**src/rtl/vend_ctrl_multi_if.sv**
```systemverilog
// Request/response bundle between a vending front end and vend_ctrl_multi.
// The master drives coins, loads and requests; the slave returns balance and bursts.
interface vend_ctrl_multi_if #(
    parameter int PRICE_W = 6,
    parameter int BAL_W   = 9,
    parameter int STOCK_W = 4,
    parameter int SELL_W  = 6,
    parameter int IDX_W   = 4
);
    logic               in_item_valid;
    logic [PRICE_W-1:0] in_item_price;
    logic [STOCK_W-1:0] in_item_stock;
    logic               in_coin_valid;
    logic [5:0]         in_coin;
    logic               in_rtn_coin;
    logic [IDX_W-1:0]   in_buy_item;
    logic [BAL_W-1:0]   out_monitor;
    logic               out_busy;
    logic               out_valid;
    logic [3:0]         out_consumer;
    logic [SELL_W-1:0]  out_sell_num;
    logic [1:0]         out_err;

    modport master (
        output in_item_valid, in_item_price, in_item_stock, in_coin_valid,
               in_coin, in_rtn_coin, in_buy_item,
        input  out_monitor, out_busy, out_valid, out_consumer, out_sell_num, out_err
    );

    modport slave (
        input  in_item_valid, in_item_price, in_item_stock, in_coin_valid,
               in_coin, in_rtn_coin, in_buy_item,
        output out_monitor, out_busy, out_valid, out_consumer, out_sell_num, out_err
    );
endinterface

```
**src/rtl/vend_ctrl_multi.sv**
```systemverilog
// Vending controller: item slots with stock, coin balance, buy/return requests
// answered by a status / greedy-change / sold-count burst.
module vend_ctrl_multi #(
    parameter int N_ITEMS = 6,
    parameter int PRICE_W = 6,
    parameter int BAL_W   = 9,
    parameter int STOCK_W = 4,
    parameter int SELL_W  = 6,
    parameter int IDX_W   = 4
) (
    input logic           clk,
    input logic           rst_n,
    vend_ctrl_multi_if.slave bus
);
    localparam int               B         = (N_ITEMS > 6) ? N_ITEMS : 6;
    localparam logic [BAL_W-1:0] BAL_MAX   = {BAL_W{1'b1}};
    localparam logic [IDX_W-1:0] N_IDX     = IDX_W'(N_ITEMS);
    localparam logic [4:0]       LAST_BEAT = 5'(B);
    localparam logic [1:0]       ERR_COIN  = 2'd1;
    localparam logic [1:0]       ERR_FUNDS = 2'd2;
    localparam logic [1:0]       ERR_STOCK = 2'd3;

    typedef enum logic [1:0] {S_IDLE, S_CALC, S_BURST} state_t;
    state_t state, state_nxt;

    logic [PRICE_W-1:0] price [N_ITEMS];
    logic [STOCK_W-1:0] stock [N_ITEMS];
    logic [SELL_W-1:0]  sold  [N_ITEMS];
    logic [IDX_W-1:0]   load_cnt;
    logic [BAL_W-1:0]   balance;
    logic [BAL_W-1:0]   change_p0;
    logic               status_p0;
    logic [3:0]         cnt_p1 [5];
    logic [4:0]         beat;

    logic               req_load, req_coin, req_rtn, req_buy;
    logic [PRICE_W-1:0] sel_price;
    logic [STOCK_W-1:0] sel_stock;
    logic               idx_ok, funds_ok, buy_ok, coin_ok;
    logic [BAL_W:0]     coin_sum;
    logic [19:0]        split;
    logic [4:0]         k;
    logic [3:0]         beat_cons;
    logic [SELL_W-1:0]  beat_sell;

    function automatic logic [SELL_W-1:0] sat_inc(input logic [SELL_W-1:0] v);
        return (v == {SELL_W{1'b1}}) ? v : v + 1'b1;
    endfunction

    // Counts packed as {n50, n20, n10, n5, n1}; each field holds the worst case for BAL_W=9.
    function automatic logic [19:0] greedy_split(input logic [BAL_W-1:0] amt);
        logic [BAL_W-1:0] r, n50, n20, n10, n5;
        r   = amt;
        n50 = r / BAL_W'(50);
        r   = r % BAL_W'(50);
        n20 = r / BAL_W'(20);
        r   = r % BAL_W'(20);
        n10 = r / BAL_W'(10);
        r   = r % BAL_W'(10);
        n5  = r / BAL_W'(5);
        r   = r % BAL_W'(5);
        return {4'(n50), 4'(n20), 4'(n10), 4'(n5), 4'(r)};
    endfunction

    assign req_load = (state == S_IDLE) && bus.in_item_valid;
    assign req_coin = (state == S_IDLE) && !bus.in_item_valid && bus.in_coin_valid;
    assign req_rtn  = (state == S_IDLE) && !bus.in_item_valid && !bus.in_coin_valid
                      && bus.in_rtn_coin;
    assign req_buy  = (state == S_IDLE) && !bus.in_item_valid && !bus.in_coin_valid
                      && !bus.in_rtn_coin && (bus.in_buy_item != '0);

    assign coin_sum = {1'b0, balance} + (BAL_W+1)'(bus.in_coin);
    assign coin_ok  = (coin_sum <= {1'b0, BAL_MAX});
    assign split    = greedy_split(change_p0);

    always_comb begin
        sel_price = '0;
        sel_stock = '0;
        for (int i = 0; i < N_ITEMS; i++) begin
            if (bus.in_buy_item == IDX_W'(i + 1)) begin
                sel_price = price[i];
                sel_stock = stock[i];
            end
        end
        idx_ok   = (bus.in_buy_item <= N_IDX) && (sel_stock != '0);
        funds_ok = (balance >= BAL_W'(sel_price));
        buy_ok   = idx_ok && funds_ok;
    end

    // Beat 0 is produced while in CALC, later beats from the running beat counter.
    always_comb begin
        k         = (state == S_CALC) ? 5'd0 : beat;
        beat_cons = '0;
        beat_sell = '0;
        case (k)
            5'd0:    beat_cons = {3'b000, status_p0};
            5'd1:    beat_cons = cnt_p1[0];
            5'd2:    beat_cons = cnt_p1[1];
            5'd3:    beat_cons = cnt_p1[2];
            5'd4:    beat_cons = cnt_p1[3];
            5'd5:    beat_cons = cnt_p1[4];
            default: beat_cons = '0;
        endcase
        for (int i = 0; i < N_ITEMS; i++) begin
            if (k == 5'(i)) beat_sell = sold[i];
        end
    end

    always_comb begin
        state_nxt = state;
        case (state)
            S_IDLE:  if (req_rtn || req_buy) state_nxt = S_CALC;
            S_CALC:  state_nxt = S_BURST;
            S_BURST: if (beat == LAST_BEAT) state_nxt = S_IDLE;
            default: state_nxt = S_IDLE;
        endcase
    end

    always_ff @(posedge clk or negedge rst_n) begin
        if (!rst_n) state <= S_IDLE;
        else        state <= state_nxt;
    end

    always_ff @(posedge clk or negedge rst_n) begin
        if (!rst_n) begin
            for (int i = 0; i < N_ITEMS; i++) begin
                price[i] <= '0;
                stock[i] <= '0;
                sold[i]  <= '0;
            end
            for (int i = 0; i < 5; i++) cnt_p1[i] <= '0;
            load_cnt         <= '0;
            balance          <= '0;
            change_p0        <= '0;
            status_p0        <= 1'b0;
            beat             <= '0;
            bus.out_busy     <= 1'b0;
            bus.out_valid    <= 1'b0;
            bus.out_consumer <= '0;
            bus.out_sell_num <= '0;
            bus.out_err      <= '0;
        end else begin
            bus.out_err <= '0;
            case (state)
                // Request stage: loads, coins and request capture into change_p0/status_p0
                S_IDLE: begin
                    if (req_load) begin
                        if (load_cnt < N_IDX) begin
                            for (int i = 0; i < N_ITEMS; i++) begin
                                if (load_cnt == IDX_W'(i)) begin
                                    price[i] <= bus.in_item_price;
                                    stock[i] <= bus.in_item_stock;
                                end
                                sold[i] <= '0;
                            end
                            load_cnt <= load_cnt + 1'b1;
                        end
                    end else if (req_coin) begin
                        load_cnt <= '0;
                        if (coin_ok) balance <= coin_sum[BAL_W-1:0];
                        else         bus.out_err <= ERR_COIN;
                    end else if (req_rtn) begin
                        change_p0    <= balance;
                        status_p0    <= 1'b1;
                        balance      <= '0;
                        bus.out_busy <= 1'b1;
                    end else if (req_buy) begin
                        balance      <= '0;
                        bus.out_busy <= 1'b1;
                        if (buy_ok) begin
                            change_p0 <= balance - BAL_W'(sel_price);
                            status_p0 <= 1'b1;
                            for (int i = 0; i < N_ITEMS; i++) begin
                                if (bus.in_buy_item == IDX_W'(i + 1)) begin
                                    stock[i] <= stock[i] - 1'b1;
                                    sold[i]  <= sat_inc(sold[i]);
                                end
                            end
                        end else begin
                            change_p0   <= balance;
                            status_p0   <= 1'b0;
                            bus.out_err <= idx_ok ? ERR_FUNDS : ERR_STOCK;
                        end
                    end
                end
                // Split stage: coin counts into cnt_p1, first beat launched
                S_CALC: begin
                    cnt_p1[0]        <= split[19:16];
                    cnt_p1[1]        <= split[15:12];
                    cnt_p1[2]        <= split[11:8];
                    cnt_p1[3]        <= split[7:4];
                    cnt_p1[4]        <= split[3:0];
                    bus.out_valid    <= 1'b1;
                    bus.out_consumer <= beat_cons;
                    bus.out_sell_num <= beat_sell;
                    beat             <= 5'd1;
                end
                // Burst stage: one beat per cycle, then release busy
                S_BURST: begin
                    if (beat == LAST_BEAT) begin
                        bus.out_valid    <= 1'b0;
                        bus.out_consumer <= '0;
                        bus.out_sell_num <= '0;
                        bus.out_busy     <= 1'b0;
                        beat             <= '0;
                    end else begin
                        bus.out_consumer <= beat_cons;
                        bus.out_sell_num <= beat_sell;
                        beat             <= beat + 5'd1;
                    end
                end
                default: ;
            endcase
        end
    end

    assign bus.out_monitor = balance;
endmodule
```
**src/flat_wrapper.sv**
```systemverilog
// flat-port wrapper written by rule: the top's interface ports become plain ports
module vend_ctrl_multi_flat 
#(
    parameter int N_ITEMS = 6,
    parameter int PRICE_W = 6,
    parameter int BAL_W   = 9,
    parameter int STOCK_W = 4,
    parameter int SELL_W  = 6,
    parameter int IDX_W   = 4
)
  (clk, rst_n, bus_in_item_valid, bus_in_item_price, bus_in_item_stock, bus_in_coin_valid, bus_in_coin, bus_in_rtn_coin, bus_in_buy_item, bus_out_monitor, bus_out_busy, bus_out_valid, bus_out_consumer, bus_out_sell_num, bus_out_err);
  vend_ctrl_multi_if #(.PRICE_W(PRICE_W), .BAL_W(BAL_W), .STOCK_W(STOCK_W), .SELL_W(SELL_W), .IDX_W(IDX_W)) bus_i ();
  input logic clk;
  input logic rst_n;
  input wire logic [$bits(bus_i.in_item_valid)-1:0] bus_in_item_valid;
  input wire logic [$bits(bus_i.in_item_price)-1:0] bus_in_item_price;
  input wire logic [$bits(bus_i.in_item_stock)-1:0] bus_in_item_stock;
  input wire logic [$bits(bus_i.in_coin_valid)-1:0] bus_in_coin_valid;
  input wire logic [$bits(bus_i.in_coin)-1:0] bus_in_coin;
  input wire logic [$bits(bus_i.in_rtn_coin)-1:0] bus_in_rtn_coin;
  input wire logic [$bits(bus_i.in_buy_item)-1:0] bus_in_buy_item;
  output wire logic [$bits(bus_i.out_monitor)-1:0] bus_out_monitor;
  output wire logic [$bits(bus_i.out_busy)-1:0] bus_out_busy;
  output wire logic [$bits(bus_i.out_valid)-1:0] bus_out_valid;
  output wire logic [$bits(bus_i.out_consumer)-1:0] bus_out_consumer;
  output wire logic [$bits(bus_i.out_sell_num)-1:0] bus_out_sell_num;
  output wire logic [$bits(bus_i.out_err)-1:0] bus_out_err;
  assign bus_i.in_item_valid = bus_in_item_valid;
  assign bus_i.in_item_price = bus_in_item_price;
  assign bus_i.in_item_stock = bus_in_item_stock;
  assign bus_i.in_coin_valid = bus_in_coin_valid;
  assign bus_i.in_coin = bus_in_coin;
  assign bus_i.in_rtn_coin = bus_in_rtn_coin;
  assign bus_i.in_buy_item = bus_in_buy_item;
  assign bus_out_monitor = bus_i.out_monitor;
  assign bus_out_busy = bus_i.out_busy;
  assign bus_out_valid = bus_i.out_valid;
  assign bus_out_consumer = bus_i.out_consumer;
  assign bus_out_sell_num = bus_i.out_sell_num;
  assign bus_out_err = bus_i.out_err;
  vend_ctrl_multi #(.N_ITEMS(N_ITEMS), .PRICE_W(PRICE_W), .BAL_W(BAL_W), .STOCK_W(STOCK_W), .SELL_W(SELL_W), .IDX_W(IDX_W)) u_core (.clk(clk), .rst_n(rst_n), .bus(bus_i));
endmodule
```
**config.mk**
```make
export PLATFORM = sky130hd
export DESIGN_NAME = vend_ctrl_multi_flat
export DESIGN_NICKNAME = d
export VERILOG_FILES = /design/src/rtl/vend_ctrl_multi_if.sv /design/src/rtl/vend_ctrl_multi.sv /design/src/flat_wrapper.sv
export SDC_FILE = /design/constraint.sdc
export NUM_CORES = 1
export LEC_CHECK = 0
export CAP_MARGIN = 10
export CORE_MARGIN = 8
export CORE_UTILIZATION = 38
export DETAILED_ROUTE_END_ITERATION = 16
export SLEW_MARGIN = 0
export SYNTH_ARGS = -nofsm -noshare
export SYNTH_HDL_FRONTEND = slang
export SYNTH_SLANG_ARGS = --single-unit
```
**constraint.sdc**
```tcl
create_clock -name clk -period 17.6 [get_ports clk]
set_input_delay 1.76 -clock clk [delete_from_list [all_inputs] [get_ports clk]]
set_output_delay 1.76 -clock clk [all_outputs]
set_load 0.01 [all_outputs]
```
Word level (Yosys, flattened, before mapping)
Cells that the tools add are included.
- flip-flop bits (word level): 160
- input port bits: 25
- output and inout port bits: 23
- $add $sub $neg: 16
- div/mod/pow operators: 8
- order comparisons: 4
- eq/ne operators: 46
- multiplexer cells: 93
- bitwise operators: 2
- reductions and logical operators: 55
- operators by type and width (kind ; number):
    $mux W36 ; 6
    $mux W6 ; 25
    $mux W24 ; 6
    $reduce_and A8 Y1 ; 12
    $mux W4 ; 22
    $mux W9 ; 7
    $add A6 B1 Y6 const B ; 6
    $eq A6 B6 Y1 const B ; 6
    $reduce_and A4 Y1 ; 8
    $pmux W4 S6 ; 1
    $reduce_bool A2 Y1 ; 12
    $sub A4 B1 Y4 const B ; 6
    $ne A2 B2 Y1 const B ; 11
    $eq A4 B3 Y1 const B ; 5
    $ne A2 B1 Y1 const B ; 9
    $eq A4 B2 Y1 const B ; 4
    $mux W2 ; 8
    $eq A5 B3 Y1 const B ; 3
    $pmux W6 S2 ; 1
    $add A9 B6 Y10 ; 1
    $eq A5 B2 Y1 const B ; 2
    $le A10 B9 Y1 const B ; 1
    $mux W1 ; 10
    $mux W5 ; 2
    other kinds (35) ; 50

Depth between registers and ports, before layout
Gate-level depths: netlist of the first run.
- word-level depth: 16
- mapped depth: 54

Worst setup path after synthesis of the first run
OpenSTA, ideal clock, no wires.
- path type: register to register
- start point: register u_core.change_p0[5]
- end point: register u_core.cnt_p1[1] in the netlist's numbering
- setup time: 0.077 ns
- arrival: 10.689 ns
- required time: 17.523 ns
- slack: 6.834 ns
- stages on the path, launching flop included: 53
- buffers on the path: 2
- period minus slack after synthesis: 10.766 ns
- cells stage by stage: dfrtp_1 buf_4 inv_1 ha_1 o211a_1 o21ai_0 nand2_1 o211a_1 clkbuf_1 o31ai_1 xnor2_1 ha_1 nand2_1 and3_1 a32oi_1 a22oi_1 a211oi_2 a311o_2 (+17 left out) o211ai_1 nand2_1 o22ai_1 nand3_1 nand2_1 ha_1 nand2_1 nor2_1 a21oi_1 mux2_4 ha_1 or3b_2 o311ai_0 a311oi_2 o211ai_2 o31ai_1 xor2_1 a21oi_1
- cells in the longest elaborated chain, start to end: 4
- ends and longest elaborated chain (what ; line ; text):
    from (decl) ; vend_ctrl_multi.sv:31 ; logic [BAL_W-1:0] change_p0;
    from (signal assigned) ; vend_ctrl_multi.sv:163 ; change_p0 <= balance;
    from (signal assigned) ; vend_ctrl_multi.sv:171 ; change_p0 <= balance - BAL_W'(sel_price);
    from (signal assigned) ; vend_ctrl_multi.sv:180 ; change_p0 <= balance;
    $mod A9 B6 Y9 ; vend_ctrl_multi.sv:55 ; r = r % BAL_W'(50);
    $mod A9 B5 Y9 ; vend_ctrl_multi.sv:57 ; r = r % BAL_W'(20);
    $mod A9 B4 Y9 ; vend_ctrl_multi.sv:59 ; r = r % BAL_W'(10);
    $mod A9 B3 Y9 ; vend_ctrl_multi.sv:61 ; r = r % BAL_W'(5);
    to (decl) ; vend_ctrl_multi.sv:33 ; logic [3:0] cnt_p1 [5];
Every way passes these cells.
A chain may end at the register's enable or synchronous reset.

Worst setup path after layout of the first run
Same ends and word-level chain as after synthesis.

==> reports/metrics.yaml, run 1 <==
grt:
  grt_util_met2_pct: 28.1
  grt.met1_usage_pct: 21.8
  overflow: 0
  grt_max_degree: 90
  grt_use_total_pct: 16.5
  grt_pass1_wl_microns: 46400
  grt-busiest-layer: "met2"
  first_global_vias: 9089
  antenna_found_initial: 0
  grtUsageMet3_pct: 2.39
clock_network:
  cts_buffer_depth: 2
  clkSinkCount: 160
  clkTransAtPathRegs_ns: 0.07
  clock_latency_ns: 0.43
  htree_levels: 4
  cts_buffers: 17
  ctsResizeCount: 0
  cts_setup_buffers: 0
  cts_tree: "built"
  postCtsHoldBufs: 0
  clockRootBuffer: "clkbuf_16"
worst_hold_path:
  min-delay-path-class: "reg2reg"
finish:
  n_fill_cell: 2823
  drive_above_1_share_pct: 10.1
  finalNonFillerCells: 1660
  diodes: 0
  multi_input_area_sq_um: 6420
  fin_util_pct: 43.4
  syn2layout_area_growth_pct: 13.5
  regArea_sq_um: 4000
  finalNetCount: 1335
  layout_common_cells: "160 x dfrtp_1, 121 x nor2_1, 102 x nand2_1, 98 x o21ai_0, 76 x a21oi_1"
  final_common_cell: "dfrtp_1"
detailed_routing:
  wire_per_inst_microns: 16.6
  drtPass1Iterations: 5
  vias: 9307
  drtIter0Drc: 747
  wl_microns: 27600
  post_drt_via_cell_ratio: 5.61
  drc: 0
  ant_nets: 0
timing:
  worst_pin_slew_ns: 0.903
  period_minus_slack_ns: 12.80
  hold_viol_final: 0
  period_share_pct: 72.7
  fin_setup_tns_ns: 0
  whs_ns: 0.483
  slew_headroom_pct: 39.8
  rsz0062_at_grt: "no"
  maxSlewViolCount: 0
  fmax_mhz: 78.1
  finClkSkew_ns: 0.0140
  setup_viol: 0
setup_path:
  cp.arrival_ns: 13.15
  cp-start-kind: "flop"
  reg2reg_slack_ns: 4.80
  crit_fanout: 11
  crit_required_ns: 17.96
  slowest_stage: "nor3_1"
  cp-end-kind: "flop"
  critPathMaxStageDelay_ns: 0.58
  critical_path_class: "reg2reg"
  cpMostUsedCell: "ha_1"
job:
  cap_viol_max_count: 0
floorplan:
  start_util_pct: 38.2
  placementRows: 62
  die_w_microns: 185
  die_area_sq_um: 34300
  io_pins: 48
  coreArea_sq_um: 28500
  dieHeight_microns: 185
synthesis:
  ys_seq_elements: 160
  synth-seq-area-share_pct: 36.8
  synth_top_area_share_pct: 36.8
  yosysTopAreaCell: "dfrtp_1"
  synth_warnings: 0
  synth_cell_types: 92
  netlist_area_sq_um: 10900
  synth-main-ff-cell: "dfrtp_1"
  async_flop_share_pct: 100
  syn_avg_cell_area_sq_um: 8.82
  synthTopCellsByArea: "dfrtp_1 37%, ha_1 5.2%, mux2_2 4.9%, o21ai_0 4.6%, nor2_1 4.2%"
  syn_nets: 1305
  synth_edf_count: 0
  netlist_instances: 1233
placed_design:
  dp_hpwl_microns: 19800
  dp_cells: 1628
  portBuffers: 47
  gp_congestion: 0.929
status:
  outcome: "completed"
[Yosys cell counts (12+ instances only)]
cell / n
a21oi_1: 76
inv_1: 66
nand2_1: 102
mux2_2: 47
o21ai_0: 99
o31ai_1: 12
nor2_1: 121
or3_1: 17
a22oi_1: 13
nand4_1: 18
dfrtp_1: 160
nand3_1: 37
clkbuf_1: 41
mux2i_1: 27
xnor2_1: 12
o22ai_1: 20
a21o_1: 20
a31oi_1: 14
ha_1: 45
nor3_1: 35
xor2_1: 27
o211ai_1: 16
[per-stage QoR]
stage	area [sq um]	setup WS, ns
2_1_floorplan	10900	6.83
3_3_place_gp	11700	5.63
3_5_place_dp	11700	5.20
4_1_cts	12300	5.13
5_1_grt	12300	3.80
6_report	12300	4.80
[registers in the layout (all words and copies together), names as in the netlist, 2 cells and up]
| signal | flops |
|---|---|
| u_core.beat | 5 |
| u_core.bus.out_consumer | 4 |
| u_core.bus.out_err | 2 |
| u_core.bus.out_monitor | 9 |
| u_core.bus.out_sell_num | 6 |
| u_core.change_p0 | 9 |
| u_core.cnt_p1 | 20 |
| u_core.load_cnt | 4 |
| u_core.price | 36 |
| u_core.sold | 36 |
| u_core.state | 2 |
| u_core.stock | 24 |
[cell families (layout without fill, tap and decap cells)]
| logic type | count (synthesis) | count (layout) | synth area share, % |
|---|---|---|---|
| adder cells (fa/ha/maj) | 47 | 47 | 5.54 |
| AO/OA/AOI/OAI | 383 | 383 | 24.5 |
| buffers and inverters | 120 | 163 | 4.32 |
| AND/OR/NAND/NOR | 407 | 407 | 17.9 |
| multiplexers | 77 | 77 | 7.75 |
| XOR/XNOR | 39 | 39 | 3.14 |
| flip-flops | 160 | 160 | 36.8 |
[path summary, 6_finish.rpt]
kind                                          end                 from  cells after the start
min in group asynchronous        u_core.stock[22]                rst_n                      1
worst min register to register  u_core.cnt_p1[15]    u_core.cnt_p1[15]                      1
worst max register to register   u_core.cnt_p1[1]  u_core.change_p0[5]                     50
worst min-delay path            u_core.cnt_p1[15]    u_core.cnt_p1[15]                      1
max in group asynchronous       u_core.cnt_p1[13]                rst_n                      2
worst max-delay path             u_core.cnt_p1[1]  u_core.change_p0[5]                     50
[critical path, delay by kind of cell, from the launching register on]
kind / cells / cell delay [ns]
compound gates: 23 / 6.06
flops: 1 / 0.52
xor+xnor: 2 / 0.32
simple gates: 13 / 2.86
fa+ha+maj: 6 / 1.65
mux: 3 / 0.98
buf+inv: 3 / 0.33
[area by class of cell]
cell class                 instances  area share, %
clock inverter                    14           1.41
clock buffer                      18           3.48
timing repair buffer              61           4.67
inverter                          70           2.13
sequential                       160           32.4
multi-input combinational        953           52.0
tap                              384           3.89
[metal layers]
layer / routed length (microns) / part of all wire (%) / vias up
met3: 979 / 3.5 / 21
li1: - / - / 4594
met1: 12900 / 47 / 4520
met5: 0 / 0 / -
met2: 13400 / 49 / 172
met4: 272 / 0.99 / 0
Power of run 1 is not shown: default switching activity piles up to over one toggle a cycle in this logic, so the estimate is an artifact.
==> run 2, diff against run 1 <==
==> constraint.sdc (replaced) <==
create_clock -name clk -period 12.95 [get_ports clk]
set_input_delay 1.295 -clock clk [delete_from_list [all_inputs] [get_ports clk]]
set_output_delay 1.295 -clock clk [all_outputs]
set_load 0.01 [all_outputs]
==> run 2 against run 1 <==
Global-route usage up 0.16 points; register-to-register slack worse by 3.9 ns; final cell count about the same; non-clock buffer count unchanged; critical path depth unchanged; core utilization up 0.25 points; sequential cell count unchanged; sequential share of layout area down 0.18 points; cell area up 0.58%; largest cell class unchanged; maximum frequency up 6.5%; via count up 0.55%.
==> reports/metrics.yaml, run 2 (synthesis results as in run 1) <==
setup_path:
  cp-start-kind: "flop"
  cp.arrival_ns: 12.37
  cp-end-kind: "flop"
  critical_path_class: "reg2reg"
  crit_required_ns: 13.30
  slowest_stage: "a2111oi_4"
  reg2reg_slack_ns: 0.93
  critPathMaxStageDelay_ns: 0.53
  setup.worst_path.end: "u_core.cnt_p1[1]"
  startpoint: "u_core.change_p0[5]"
  reg2reg_depth: 50
  worstReg2RegStart: "u_core.change_p0[5]"
  r2r_end: "u_core.cnt_p1[1]"
  crit_fanout: 10
  cpMostUsedCell: "ha_1"
worst_hold_path:
  min-delay-path-class: "reg2reg"
detailed_routing:
  ant_nets: 0
  wl_microns: 27800
  drtPass1Iterations: 5
  drc: 0
  wire_per_inst_microns: 16.8
  post_drt_via_cell_ratio: 5.64
  vias: 9358
  drtIter0Drc: 715
floorplan:
  dieHeight_microns: 185
  placementRows: 62
  io_pins: 48
  die_w_microns: 185
  start_util_pct: 38.2
  die_area_sq_um: 34300
  coreArea_sq_um: 28500
grt:
  grt_max_degree: 90
  antenna_found_initial: 0
  overflow: 0
  grt_pass1_wl_microns: 46900
  first_global_vias: 9162
  grt_use_total_pct: 16.7
finish:
  final_common_cell: "dfrtp_1"
  diodes: 0
  syn2layout_area_growth_pct: 14.1
  drive_above_1_share_pct: 10.8
  finalNetCount: 1335
  layout_common_cells: "159 x dfrtp_1, 120 x nor2_1, 102 x nand2_1, 97 x o21ai_0, 76 x a21oi_1"
  reg_top3: "u_core.price (36), u_core.sold (36), u_core.stock (24)"
placed_design:
  portBuffers: 47
  gp_congestion: 0.929
  dp_hpwl_microns: 19800
clock_network:
  clock_latency_ns: 0.43
  clkTransAtPathRegs_ns: 0.07
  cts_buffers: 17
  htree_levels: 4
  clockRootBuffer: "clkbuf_16"
  cts_tree: "built"
  clkSinkCount: 160
  cts_buffer_depth: 2
timing:
  worst_pin_slew_ns: 0.994
  setup_viol: 0
  rsz0062_at_grt: "no"
  fmax_mhz: 83.2
  period_share_pct: 92.8
  hold_viol_final: 0
  fin_setup_tns_ns: 0
  slew_headroom_pct: 33.6
  maxSlewViolCount: 0
  finClkSkew_ns: 0.0133
  period_minus_slack_ns: 12.02
job:
  cap_viol_max_count: 0
status:
  outcome: "completed"
[run 2: changes by cell type in the layout (fill, tap and decap cells not counted), sizes merged]
cell | before | now
clkinvlp | 3 | 2
clkinv | 5 | 6
clkbuf | 18 | 17
[run 2: routing by layer]
layer  up-vias  routed length [microns]  global-route usage (%)
met5         -                        0                       0
met4         0                      475                    5.03
met3        45                     1000                    2.45
met2       195                    13400                    28.1
met1      4525                    12900                    21.8
li1       4593                        -                       -
[run 2: worst min path at each step]
stage | start | end | cells after the start
detailed placement | u_core.cnt_p1[15] | u_core.cnt_p1[15] | 1
global placement | u_core.cnt_p1[15] | u_core.cnt_p1[15] | 1
finish | u_core.cnt_p1[15] | u_core.cnt_p1[15] | 1
global route | u_core.cnt_p1[15] | u_core.cnt_p1[15] | 1
floorplan | u_core.cnt_p1[2] | u_core.cnt_p1[2] | 1
CTS | u_core.cnt_p1[15] | u_core.cnt_p1[15] | 1
[run 2: what timing repair did]
item | CTS | global route
gates resized for setup | 0 | 14
buffers inserted | 0 | 0
setup endpoints to repair | 0 | 5
hold buffers | 0 | 0
[run 2: worst max-delay path, delay by kind of cell, from the launching register on]
family | cells | cell delay (ns)
flip-flops | 1 | 0.47
AND/OR/NAND/NOR | 12 | 2.38
AO/OA/AOI/OAI | 23 | 5.76
XOR/XNOR | 3 | 0.55
multiplexers | 3 | 0.94
buffers and inverters | 3 | 0.30
adder cells (fa/ha/maj) | 6 | 1.56
[run 2: layout make-up]
| type | instances | area (sq um) |
|---|---|---|
| clock buffer | 17 | 425 |
| inverter | 70 | 263 |
| multi-input combinational | 953 | 6490 |
| clock inverter | 14 | 175 |
| timing repair buffer | 61 | 577 |
| sequential | 160 | 4010 |
| tap | 384 | 480 |
| fill | 2775 | 16100 |
[run 2: per-stage QoR]
stage	hold WS (ns)	setup WS, ns	util, %	cell area [sq um]	cells
global placement	0.466	0.978	41.2	11700	1628
detailed placement	0.473	0.486	41.2	11700	1628
floorplan	0.452	2.18	-	10900	1233
CTS	0.488	0.386	43.4	12300	1659
finish	0.482	0.933	43.6	12400	1659
global route	0.509	0.0151	43.6	12400	1659
Power of run 2 is left out for the same reason.
==> edit 1, RTL diff (flow settings as in run 2) <==
The 3 states of `state_t` get a one-hot encoding in 3 bits.
--- a/src/rtl/vend_ctrl_multi.sv
+++ b/src/rtl/vend_ctrl_multi.sv
@@ -20,7 +20,7 @@
     localparam logic [1:0]       ERR_FUNDS = 2'd2;
     localparam logic [1:0]       ERR_STOCK = 2'd3;
 
-    typedef enum logic [1:0] {S_IDLE, S_CALC, S_BURST} state_t;
+    typedef enum logic [2:0] {S_IDLE = 3'b001, S_CALC = 3'b010, S_BURST = 3'b100} state_t;
     state_t state, state_nxt;
 
     logic [PRICE_W-1:0] price [N_ITEMS];
Behaviour: no difference found for any inputs over 4 cycles, from zero or initial values and one cycle with rst_n low; so few cycles prove little.
==> edit 1 against run 2 <==
  * Wire length down 0.65%
  * Sequential cell count up 1
  * Design area down 1.7%
  * Critical path type unchanged
  * Synthesized area about the same
  * Worst hold slack worse by 0.0091 ns
  * Worst setup slack better by 1.2 ns
  * Die area about the same
Power is not shown: default switching activity piles up to over one toggle a cycle in this logic, so the estimate is an artifact.
==> edit 1: results (changes against run 2) <==
Outcome
  – Status: complete, no violations (unchanged)

Setup path
  – Top Family by Delay on Critical Path: compound AO/OA/AOI/OAI gates (unchanged)
  – Crit-path slowest cell: dfrtp_1 (was a2111oi_4)
  – Crit path largest cell delay: 0.68 ns (was 0.53 ns)
  – Crit path from: u_core.change_p0[8]$_DFFE_PN0P_ (was u_core.change_p0[5]$_DFFE_PN0P_)
  – R2R Setup Slk: 2.18 ns (was 0.93 ns)
  – Crit path capture: u_core.cnt_p1[2]$_DFFE_PN0P_ (was u_core.cnt_p1[1]$_DFFE_PN0P_)
  – Crit path max fanout: 19 (was 10)
  – Worst reg-to-reg path cell count: 40 (was 50)

STA
  – Post-Route Skew: 0.01470 ns (was 0.01334 ns)
  – Rel. slew slack: 0.3763 (was 0.3357)
  – Setup violators final: 0 (unchanged)

Yosys
  – Complex-gate fraction of the synthesized area: 0.2431 (was 0.2451)
  – Ys flop type: dfrtp_1 (unchanged)
  – Yosys warnings: 0 (unchanged)
  – Leading post-synthesis cells by cell area: dfrtp_1 (37%), o21ai_0 (5.0%), mux2_2 (4.9%) (was dfrtp_1 (37%), ha_1 (5.2%), mux2_2 (4.9%))
  – Post-synthesis mux area share: 0.07280 (was 0.07751)
  – Register area share after synthesis: 0.3704 (was 0.3680)
  – Yosys cell types: 109 (was 92)
  – Post-Synth Adder-Cell Area: 0.05256 (was 0.05543)
  – Post-Synth XOR/XNOR Area: 0.02979 (was 0.03139)
  – Commonest cells post-synth: dfrtp_1 (160), nand2_1 (123), o21ai_0 (108), nor2_1 (100), a21oi_1 (68) (was dfrtp_1 (160), nor2_1 (121), nand2_1 (102), o21ai_0 (99), a21oi_1 (76))
  – Syn Nets: 1,280 (was 1,305)

Clock network
  – Worst skew pair latency: between 0.4 and 0.5 ns
  – Setup Fix Bufs, Post-CTS: 0 (unchanged)
  – CTS Root Cell: clkbuf_16 (unchanged)
  – CTS buffer count: 17 (unchanged)
  – Clock-pin slew on the worst setup and hold paths: 0.07 ns (about the same)
  – Post_cts resized: 0 (unchanged)
  – H-tree levels: 4 (unchanged)
  – Clk buf depth: 2 (unchanged)

Global routing
  – Initial antenna violation count: 0 (unchanged)
  – Largest net degree at the start of global routing: 102 (was 90)
  – Vias in the first global route: 8,884 (was 9,162)
  – GRT Resource Usage Total: 0.1644 (was 0.1667)
  – First-pass GRT wire length: 46,090 um (was 46,940 um)

Cells and area
  – Layout cell share with drive strength beyond 1: 0.1239 (was 0.1082)
  – Filler cells: 2,805 (was 2,775)

Routing
  – Vias: 9,224 (was 9,358)
  – Initial DRC Count: 696 (was 715)
  – Pre-Repair DR Iteration Count: 5 (unchanged)
  – Drt total wl: 27,650 um (was 27,830 um)

Placement
  – Placement Cell Area: 0.01164 mm^2 (was 0.01174 mm^2)
  – IO Port Bufs: 47 (unchanged)
  – GP Congestion: 0.8611 (was 0.9289)
  – Post-detail-place hpwl: 20,230 um (was 19,840 um)
[edit 1: worst reg2reg max path, delay by kind of cell, from the launching register on]
| kind | cells | cell delay, ns |
|---|---|---|
| fa+ha+maj | 5 | 1.33 |
| flops | 1 | 0.68 |
| buf+inv | 2 | 0.24 |
| mux | 2 | 0.83 |
| simple gates | 10 | 2.18 |
| compound gates | 21 | 5.46 |
[edit 1: stage by stage]
stage          instances  hold slack, ns  setup WS (ns)  utilization
2_1_floorplan       1213          0.4371          3.664            -
3_3_place_gp        1596          0.4510          2.736       0.4090
3_5_place_dp        1596          0.4599          2.357       0.4090
4_1_cts             1627          0.4747          2.344       0.4286
5_1_grt             1627          0.4869          1.206       0.4286
6_report            1627          0.4725          2.180       0.4286
[edit 1: logic make-up after synthesis]
| logic type | Yosys count |
|---|---|
| adder cells (fa/ha/maj) | 45 |
| AND/OR/NAND/NOR | 419 |
| AO/OA/AOI/OAI | 375 |
| multiplexers | 72 |
| flip-flops | 161 |
| buffers and inverters | 104 |
| XOR/XNOR | 37 |
[edit 1: worst min path at each step]
stage | start | end | slack (ns) | cells past startpoint
floorplan | u_core.stock[23]$_DFFE_PN0P_ | u_core.stock[23]$_DFFE_PN0P_ | 0.44 | 2
global placement | u_core.stock[23]$_DFFE_PN0P_ | u_core.stock[23]$_DFFE_PN0P_ | 0.45 | 2
detailed placement | u_core.cnt_p1[13]$_DFFE_PN0P_ | u_core.cnt_p1[13]$_DFFE_PN0P_ | 0.46 | 2
CTS | u_core.cnt_p1[13]$_DFFE_PN0P_ | u_core.cnt_p1[13]$_DFFE_PN0P_ | 0.47 | 2
global route | u_core.cnt_p1[15]$_DFFE_PN0P_ | u_core.cnt_p1[15]$_DFFE_PN0P_ | 0.49 | 1
finish | u_core.cnt_p1[13]$_DFFE_PN0P_ | u_core.cnt_p1[13]$_DFFE_PN0P_ | 0.47 | 2
[edit 1: layout make-up]
cell class	count	area share
timing repair buffer	54	0.04296
clock inverter	13	0.009741
sequential	161	0.3303
clock buffer	18	0.03599
tap	384	0.03937
inverter	49	0.01517
multi-input combinational	948	0.5265
[edit 1: routing by layer]
| layer | track usage | part of all wire | up-vias |
|---|---|---|---|
| met1 | 0.2172 | 0.47 | 4501 |
| met2 | 0.2702 | 0.47 | 180 |
| met4 | 0.04513 | 0.016 | 0 |
| met5 | 0 | 0 | - |
| met3 | 0.03295 | 0.040 | 36 |
| li1 | - | - | 4507 |
==> edit 2, RTL diff (flow settings as in run 2) <==
Without the edit above. `IDX_W` is set to 4 in 3 places; all go to 3.
--- a/src/rtl/vend_ctrl_multi_if.sv
+++ b/src/rtl/vend_ctrl_multi_if.sv
@@ -5,7 +5,7 @@
     parameter int BAL_W   = 9,
     parameter int STOCK_W = 4,
     parameter int SELL_W  = 6,
-    parameter int IDX_W   = 4
+    parameter int IDX_W   = 3
 );
     logic               in_item_valid;
     logic [PRICE_W-1:0] in_item_price;
--- a/src/rtl/vend_ctrl_multi.sv
+++ b/src/rtl/vend_ctrl_multi.sv
@@ -6,7 +6,7 @@
     parameter int BAL_W   = 9,
     parameter int STOCK_W = 4,
     parameter int SELL_W  = 6,
-    parameter int IDX_W   = 4
+    parameter int IDX_W   = 3
 ) (
     input logic           clk,
     input logic           rst_n,
--- a/src/flat_wrapper.sv
+++ b/src/flat_wrapper.sv
@@ -6,7 +6,7 @@
     parameter int BAL_W   = 9,
     parameter int STOCK_W = 4,
     parameter int SELL_W  = 6,
-    parameter int IDX_W   = 4
+    parameter int IDX_W   = 3
 )
   (clk, rst_n, bus_in_item_valid, bus_in_item_price, bus_in_item_stock, bus_in_coin_valid, bus_in_coin, bus_in_rtn_coin, bus_in_buy_item, bus_out_monitor, bus_out_busy, bus_out_valid, bus_out_consumer, bus_out_sell_num, bus_out_err);
   vend_ctrl_multi_if #(.PRICE_W(PRICE_W), .BAL_W(BAL_W), .STOCK_W(STOCK_W), .SELL_W(SELL_W), .IDX_W(IDX_W)) bus_i ();
Ports: changed (resized bus_in_buy_item); port bits go from 48 to 47. The function was not compared with the original's and may differ.
==> edit 2 against run 2 <==
  * Count of clock-buffer cells in the layout is 2 higher
  * Clock skew is 0.0035 ns lower
  * Sequential cell count is 1 lower
  * Non-clock buffer count is 2 lower
  * Design area is 4.5% lower
  * Synthesized area is 4.0% lower
  * Wire length is 5.5% lower
  * Sequential share of layout area is 1.3 points higher
  * Utilization is 0.38 points higher
  * Worst setup slack better by 2.5 ns
  * Via count is 5.2% lower
  * Critical path type unchanged
Power is left out: the tool's default activity adds up to more than one toggle a clock period on the data nets, which glitch-free logic cannot reach.
==> edit 2: results (changes against run 2) <==
Global routing
  – Met1 Usage GRT: 0.2155 (was 0.2181)
  – GR Layer Usage met3: 0.02475 (was 0.02452)
  – Vias in the first global route: 8,592 (was 9,162)
  – First-pass GRT wire length: 44,330 um (was 46,940 um)
  – GRT Resource Usage Total: 0.1617 (was 0.1667)

Yosys
  – Register area share after synthesis: 0.3808 (was 0.3680)
  – Commonest cells post-synth: dfrtp_1 (159), nand2_1 (109), nor2_1 (105), a21oi_1 (83), o21ai_0 (79) (was dfrtp_1 (160), nor2_1 (121), nand2_1 (102), o21ai_0 (99), a21oi_1 (76))
  – Post-Synth Adder-Cell Area: 0.05868 (was 0.05543)
  – Post-synthesis mux area share: 0.08060 (was 0.07751)
  – Leading post-synthesis cells by cell area: dfrtp_1 (38%), mux2_2 (5.3%), ha_1 (5.3%) (was dfrtp_1 (37%), ha_1 (5.2%), mux2_2 (4.9%))
  – Yosys cell types: 87 (was 92)
  – Syn Nets: 1,235 (was 1,305)
  – Complex-gate fraction of the synthesized area: 0.2380 (was 0.2451)

Worst hold path
  – Worst Hold End: u_core.stock[20]$_DFFE_PN0P_ (was u_core.cnt_p1[15]$_DFFE_PN0P_)
  – Hold Path Origin: u_core.stock[20]$_DFFE_PN0P_ (was u_core.cnt_p1[15]$_DFFE_PN0P_)

Routing
  – Met2 routed WL: 12,720 um (was 13,440 um)
  – Vias/cell: 5.729 (was 5.641)
  – Drt total wl: 26,310 um (was 27,830 um)
  – DRT met1 WL: 12,440 um (was 12,910 um)
  – Met3 WL post-DR: 763 um (was 1004 um)
  – Initial DRC Count: 814 (was 715)

Setup path
  – R2R Setup Slk: 3.40 ns (was 0.93 ns)
  – Crit-path slowest cell: dfrtp_1 (was a2111oi_4)
  – Crit path from: u_core.change_p0[7]$_DFFE_PN0P_ (was u_core.change_p0[5]$_DFFE_PN0P_)
  – Crit path max fanout: 20 (was 10)
  – Crit path DAT: 9.87 ns (was 12.37 ns)
  – Crit path largest cell delay: 0.68 ns (was 0.53 ns)

Cells and area
  – Layout cell share with drive strength beyond 1: 0.1069 (was 0.1082)
  – Final net count: 1,264 (was 1,335)

STA
  – FMAX: 104.7 MHz (was 83.21 MHz)
  – Worst-margin pin slew: 1.005 ns (was 0.9943 ns)

Outcome
  – Status: complete, no violations (unchanged)

Placement
  – IO Port Bufs: 46 (was 47)
  – Placement Cell Area: 0.01124 mm^2 (was 0.01174 mm^2)
  – Cells after DPL: 1,516 (was 1,628)
-- edit 2: cell types whose count changed in the layout (fill, tap and decap cells not counted), moves of 7 or more --
| cell | change |
|---|---|
| o31ai_1 | -8 |
| o21ai_0 | -19 |
| o22a_1 | -9 |
| a22oi_1 | -8 |
| nor3_1 | -19 |
| o22ai_1 | +8 |
| nand2_1 | +7 |
| nor2b_1 | +7 |
| xor2_1 | -8 |
| a211oi_1 | +15 |
| nor2_1 | -15 |
-- edit 2: worst max-delay path, delay by kind of cell (launching register included) --
kind | cells | cell delay, ns
simple gates | 10 | 2.18
fa+ha+maj | 6 | 1.57
buf+inv | 2 | 0.18
flops | 1 | 0.68
compound gates | 18 | 4.28
xor+xnor | 1 | 0.32
mux | 1 | 0.20
-- edit 2: area by class of cell --
class,instances,area (um^2)
fill,2619,15090
multi-input combinational,893,6030
sequential,159,3979
timing repair buffer,59,559.3
clock buffer,19,442.9
tap,341,426.7
inverter,64,242.7
clock inverter,13,176.4
